===== src/rtl/mem_arb_pkg.sv =====
// Shared types and constants for the single-port memory arbiter.
// Holds the FSM state enum, requester port ids and the read-latency legality check.
package mem_arb_pkg;

    typedef enum logic [1:0] {
        IDLE  = 2'd0,
        ISSUE = 2'd1,
        WAIT  = 2'd2,
        DONE  = 2'd3
    } state_t;

    localparam logic PORT_IF = 1'b0;
    localparam logic PORT_D  = 1'b1;

    localparam int unsigned LAT_MIN = 1;
    localparam int unsigned LAT_MAX = 3;

    // True when the RAM read latency fits the 2-bit latency counter.
    function automatic bit lat_ok(input int unsigned lat);
        return (lat >= LAT_MIN) && (lat <= LAT_MAX);
    endfunction

endpackage


===== src/rtl/lat_count.sv =====
// Loadable 2-bit down-counter with registered zero/one flags.
// Ports: clk, rst_n (async active-low), load/load_val (preset), dec (count down,
// saturating at 0), zero/one (count equals 0 / 1).
module lat_count (
    input  logic       clk,
    input  logic       rst_n,
    input  logic       load,
    input  logic [1:0] load_val,
    input  logic       dec,
    output logic       zero,
    output logic       one
);

    logic [1:0] count;

    // Flags are computed from the value being written so they stay registered.
    always_ff @(posedge clk or negedge rst_n) begin
        if (!rst_n) begin
            count <= 2'd0;
            zero  <= 1'b1;
            one   <= 1'b0;
        end else if (load) begin
            count <= load_val;
            zero  <= (load_val == 2'd0);
            one   <= (load_val == 2'd1);
        end else if (dec && (count != 2'd0)) begin
            count <= count - 2'd1;
            zero  <= (count == 2'd1);
            one   <= (count == 2'd2);
        end
    end

endmodule


===== src/rtl/mem_arbiter.sv =====
// Single-port RAM arbiter between the instruction-fetch port and the data port.
// One transaction outstanding at a time, round-robin on ties, LAT-cycle RAM reads.
// Ports:
//   Clock, Resetn                 clock / async active-low reset
//   if_req, if_addr               fetch request (level) and address
//   if_rdata, if_valid            fetched word and one-cycle completion pulse
//   d_req, d_we, d_addr, d_wdata  data request (level), store flag, address, store data
//   d_rdata, d_valid              load data and one-cycle completion pulse
//   ram_en, ram_we, ram_addr, ram_wdata, ram_rdata   shared synchronous RAM port
//   busy                          high whenever the FSM is not in IDLE
//   err                           sticky out-of-range data address flag
module mem_arbiter
    import mem_arb_pkg::*;
#(
    parameter int unsigned DW  = 16,
    parameter int unsigned AW  = 5,
    parameter int unsigned LAT = 1
) (
    input  logic          Clock,
    input  logic          Resetn,
    input  logic          if_req,
    input  logic [AW-1:0] if_addr,
    output logic [DW-1:0] if_rdata,
    output logic          if_valid,
    input  logic          d_req,
    input  logic          d_we,
    input  logic [DW-1:0] d_addr,
    input  logic [DW-1:0] d_wdata,
    output logic [DW-1:0] d_rdata,
    output logic          d_valid,
    output logic          ram_en,
    output logic          ram_we,
    output logic [AW-1:0] ram_addr,
    output logic [DW-1:0] ram_wdata,
    input  logic [DW-1:0] ram_rdata,
    output logic          busy,
    output logic          err
);

    if (!lat_ok(LAT)) begin : g_lat_illegal
        $error("mem_arbiter: LAT must be in 1..3");
    end

    state_t        state, state_n;
    logic          port, port_n;
    logic          last, last_n;
    logic [AW-1:0] addr, addr_n;
    logic [DW-1:0] wdata, wdata_n;
    logic          we, we_n;
    logic          oor, oor_n;
    logic          err_n;
    logic [DW-1:0] if_rdata_n, d_rdata_n;
    logic [DW-1:0] rd_sel;
    logic          pick;
    logic          cnt_load, cnt_dec, cnt_zero, cnt_one;

    lat_count u_lat_count (
        .clk      (Clock),
        .rst_n    (Resetn),
        .load     (cnt_load),
        .load_val (2'(LAT)),
        .dec      (cnt_dec),
        .zero     (cnt_zero),
        .one      (cnt_one)
    );

    // State, grant latches and all registered outputs (derived from next-state values).
    always_ff @(posedge Clock or negedge Resetn) begin
        if (!Resetn) begin
            state     <= IDLE;
            port      <= PORT_IF;
            last      <= PORT_D;
            addr      <= '0;
            wdata     <= '0;
            we        <= 1'b0;
            oor       <= 1'b0;
            err       <= 1'b0;
            if_rdata  <= '0;
            d_rdata   <= '0;
            if_valid  <= 1'b0;
            d_valid   <= 1'b0;
            ram_en    <= 1'b0;
            ram_we    <= 1'b0;
            ram_addr  <= '0;
            ram_wdata <= '0;
            busy      <= 1'b0;
        end else begin
            state     <= state_n;
            port      <= port_n;
            last      <= last_n;
            addr      <= addr_n;
            wdata     <= wdata_n;
            we        <= we_n;
            oor       <= oor_n;
            err       <= err_n;
            if_rdata  <= if_rdata_n;
            d_rdata   <= d_rdata_n;
            if_valid  <= (state_n == DONE) && (port_n == PORT_IF);
            d_valid   <= (state_n == DONE) && (port_n == PORT_D);
            ram_en    <= (state_n == ISSUE) && !oor_n;
            ram_we    <= (state_n == ISSUE) && we_n && !oor_n;
            ram_addr  <= addr_n;
            ram_wdata <= wdata_n;
            busy      <= (state_n != IDLE);
        end
    end

    // Next-state, grant selection and read-data capture.
    always_comb begin
        state_n    = state;
        port_n     = port;
        last_n     = last;
        addr_n     = addr;
        wdata_n    = wdata;
        we_n       = we;
        oor_n      = oor;
        err_n      = err;
        if_rdata_n = if_rdata;
        d_rdata_n  = d_rdata;
        pick       = PORT_IF;
        cnt_load   = 1'b0;
        cnt_dec    = 1'b0;
        // Out-of-range loads return zero regardless of what the RAM port shows.
        rd_sel     = oor ? '0 : ram_rdata;

        case (state)
            IDLE: begin
                if (if_req || d_req) begin
                    if (if_req && d_req) begin
                        pick = ~last;
                    end else begin
                        pick = d_req ? PORT_D : PORT_IF;
                    end
                    port_n  = pick;
                    last_n  = pick;
                    state_n = ISSUE;
                    if (pick == PORT_D) begin
                        addr_n  = d_addr[AW-1:0];
                        wdata_n = d_wdata;
                        we_n    = d_we;
                        oor_n   = |d_addr[DW-1:AW];
                        err_n   = err | oor_n;
                    end else begin
                        addr_n  = if_addr;
                        wdata_n = '0;
                        we_n    = 1'b0;
                        oor_n   = 1'b0;
                    end
                end
            end
            ISSUE: begin
                if (we) begin
                    state_n = DONE;
                end else begin
                    cnt_load = 1'b1;
                    state_n  = WAIT;
                end
            end
            WAIT: begin
                cnt_dec = 1'b1;
                // zero is unreachable here in practice; treated as "data ready" so WAIT cannot hang.
                if (cnt_one || cnt_zero) begin
                    if (port == PORT_IF) begin
                        if_rdata_n = rd_sel;
                    end else begin
                        d_rdata_n = rd_sel;
                    end
                    state_n = DONE;
                end
            end
            DONE: begin
                state_n = IDLE;
            end
            default: begin
                state_n = IDLE;
            end
        endcase
    end

endmodule


===== config.mk =====
export PLATFORM = sky130hd
export DESIGN_NAME = mem_arbiter
export DESIGN_NICKNAME = d
export VERILOG_FILES = /design/src/rtl/mem_arb_pkg.sv /design/src/rtl/lat_count.sv /design/src/rtl/mem_arbiter.sv
export SDC_FILE = /design/constraint.sdc
export NUM_CORES = 1
export LEC_CHECK = 0
export BUFFER_PORTS_ARGS = -buffer_cell sky130_fd_sc_hd__buf_2
export CORE_UTILIZATION = 40
export DETAILED_ROUTE_END_ITERATION = 8
export PLACE_DENSITY_LB_ADDON = 0.1
export SLEW_MARGIN = 15
export SYNTH_ARGS = -nofsm -noshare
export SYNTH_HDL_FRONTEND = slang
export SYNTH_HIERARCHICAL = 1
export SYNTH_SLANG_ARGS = --single-unit

===== constraint.sdc =====
create_clock -name Clock -period 2.19 [get_ports Clock]
set_clock_uncertainty 0.2 [all_clocks]
set_input_delay 0.3285 -clock Clock [delete_from_list [all_inputs] [get_ports Clock]]
set_output_delay 0.3285 -clock Clock [all_outputs]
set_load 0.03 [all_outputs]

==> results.sh <==
export IMPL_routedWlPerCell_um=13.7
export IMPL_final_common_cell="buf_2"
export IMPL_power_density_nw_per_um2=1600
export IMPL_dp_hpwl_um=4650
export IMPL_routabilityCongestion=0.783
export IMPL_cts_sinks=69
export IMPL_fill_cells=670
export IMPL_die_x_um=88.0
export IMPL_grt_use_total_pct=17.2
export IMPL_fin_crit_sh_pct=87.7
export IMPL_drt_iter0_drc=73
export IMPL_h_tree_depth=3
export IMPL_core_area_um2=7210
export IMPL_dieHeight_um=88.0
export IMPL_ir_worst_vdd_v=0.000597
export IMPL_synth_seq_area_share_pct=58.4
export IMPL_synth_cells=219
export IMPL_root_buffer="clkbuf_8"
export IMPL_hold_class="primary input to flop"
export IMPL_clk_latency_ps=330
export IMPL_synth_ff_type="dfrtp_1"
export IMPL_crit_slowest_cell="dfrtp_1"
export IMPL_hold_slack_ps=18.0
export IMPL_path_class="flop to flop"
export IMPL_cts_tree="built"
export IMPL_remaining_drc_errors=0
export IMPL_yosysWarningCount=6
export IMPL_synth_edff_count=0
export IMPL_synth_distinct_cells=44
export IMPL_clk_pin_slew_ps=70
export IMPL_critical_path_max_stage_delay_ps=410
export IMPL_final_cells=463
export IMPL_dp_cells=435
export IMPL_portBuffers=116
export IMPL_path_cells="inv_1, ha_1, o21ai_2, nor2_4, mux2_2"
export IMPL_final_hold_violation_count=0
export IMPL_critical_path_arrival_ps=1940
export IMPL_cp_required_ps=2210
export IMPL_cp_max_fo=14
export IMPL_fp_row_count=31
export IMPL_async_flop_share_pct=100
export IMPL_first_global_vias=2009
export IMPL_post_cts_setup_buffer_count=0
export IMPL_final_seq_area_um2=1730
export IMPL_layout_common_cells="buf_2, dfrtp_1, a22o_1"
export IMPL_grt_overflow=0
export IMPL_vias_per_cell=4.66
export IMPL_area_growth_pct=36.3
export IMPL_synth_top_cell_area_share_pct=56.6
export IMPL_grt_pass1_wl_um=9860
export IMPL_num_vias=2158
export IMPL_wirelength_um=6330
export IMPL_syn_avg_cell_area_um2=13.5
export IMPL_multiInputGateArea_um2=1150
export IMPL_setup_tns_final_ps=0
export IMPL_antenna_found_initial=0
export IMPL_fmax_ghz=0.521
export IMPL_layout_drive_gt1_share_pct=46.2
export IMPL_fp_dieArea_um2=7750
export IMPL_final_antenna_net_count=0
export IMPL_cap_violations=0
export IMPL_max_slew_margin_pct=51.0
export IMPL_synth_area_leader_cell="dfrtp_1"
export IMPL_ys_ff_latch=69
export IMPL_netlist_area_um2=2960
export IMPL_crit_path_start_kind="flop"
export IMPL_final_max_slew_viol_count=0
export IMPL_initial_core_util_pct=41.1
export IMPL_rsz0062_at_grt="false"
export IMPL_p_leak_nw=2.11
export IMPL_max_clock_path_buffers=2
export IMPL_grt_max_degree=43
export IMPL_cts_made_buffers=9
export IMPL_final_nets=424
export IMPL_pin_count=117
export IMPL_synth_area_leaders="dfrtp_1, mux2_2, a22o_1"
export IMPL_max_slew_worst_pin_slew_ps=731
export IMPL_status="complete, no violations"
export IMPL_num_antenna_cells=0
export IMPL_firstDrtPassIters=6
export IMPL_finalSetupViolations=0
export IMPL_cp_end_kind="flop"
export IMPL_period_minus_slack_ps=1920
==> cell families (layout without fill, tap and decap cells) <==
| kind of cell | count (synthesis) | count (layout) | share of synthesized area (%) |
|---|---|---|---|
| other | 2 | 5 | 0.254 |
| xor gates and xnor gates | 1 | 1 | 0.296 |
| AOI/OAI and AO/OA | 44 | 44 | 11.8 |
| adders and majority gates | 7 | 7 | 2.96 |
| buffers and inverters | 16 | 158 | 3.21 |
| muxes | 36 | 36 | 14.3 |
| and+or+nand+nor | 44 | 44 | 8.83 |
| DFF | 69 | 69 | 58.4 |
==> critical path, delay by kind of cell (launching register included) <==
kind                     cells  cell delay [ps]
flip-flops                   1              410
multiplexers                 1              390
AND/OR/NAND/NOR              1              360
adder cells (fa/ha/maj)      1              210
buffers and inverters        1              120
AO/OA/AOI/OAI                1              120
==> stage by stage <==
stage	total power (W)	utilization [%]	instance area [µm²]	worst slack, ps
detailed placement	0.00527	51.0	3680	259
floorplan	0.00440	-	2970	326
global placement	0.00522	51.0	3680	307
finish	0.00647	56.0	4040	270
CTS	0.00655	55.8	4030	258
global route	0.00689	56.0	4040	170
==> where the power goes <==
part / switching (W) / internal [W]
Combinational: 0.00186 / 0.00115
Clock: 0.000450 / 0.000787
Sequential: 0.000359 / 0.00187
==> registers in the layout, indices dropped and copies added (netlist names), 2 cells and up <==
signal,cells
if_rdata,16
u_lat_count/count,2
state,2
addr,5
d_rdata,16
wdata,16
==> routing by layer <==
layer  up-vias  global-route usage, %  part of all wire, %
met3         7                   5.37                  5.1
li1       1054                      -                    -
met5         -                      0                    0
met2        62                   26.8                   47
met4         0                   7.92                  1.7
met1      1035                   21.9                   46
==> synth_stat cells (3+ instances only) <==
master / instances
o21ai_1: 3
a22o_1: 16
nand2_1: 13
nor2b_1: 10
ha_1: 7
mux2_1: 8
buf_2: 4
and2_1: 3
buf_6: 4
mux2_4: 7
and2b_1: 5
o21ai_0: 9
mux2i_1: 7
dfrtp_1: 67
inv_1: 7
mux2_2: 14
==> final timing paths <==
path                        startpoint               end  slack (ps)  depth (start not counted)
max reg2reg                   state[0]       if_rdata[9]         270                          5
min                        d_wdata[15]         wdata[15]          20                          2
min in group asynchronous       Resetn        d_rdata[4]         200                          2
max in group asynchronous       Resetn  u_lat_count/zero         990                          3
max                           state[0]       if_rdata[9]         270                          5
min reg2reg                       last              last         270                          2
==> area by class of cell <==
class / instances / share of cell area (%)
multi-input combinational: 137 / 28.5
timing repair buffer: 135 / 19.0
clock inverter: 4 / 2.36
clock buffer: 12 / 3.59
sequential: 69 / 42.8
inverter: 7 / 0.651
tap: 99 / 3.07
==> timing repair <==
item,4_1_cts,5_1_grt
hold endpoints to repair,60,1
hold buffers,11,1
gates resized for setup,0,0
(Power assumes the default switching activity.)
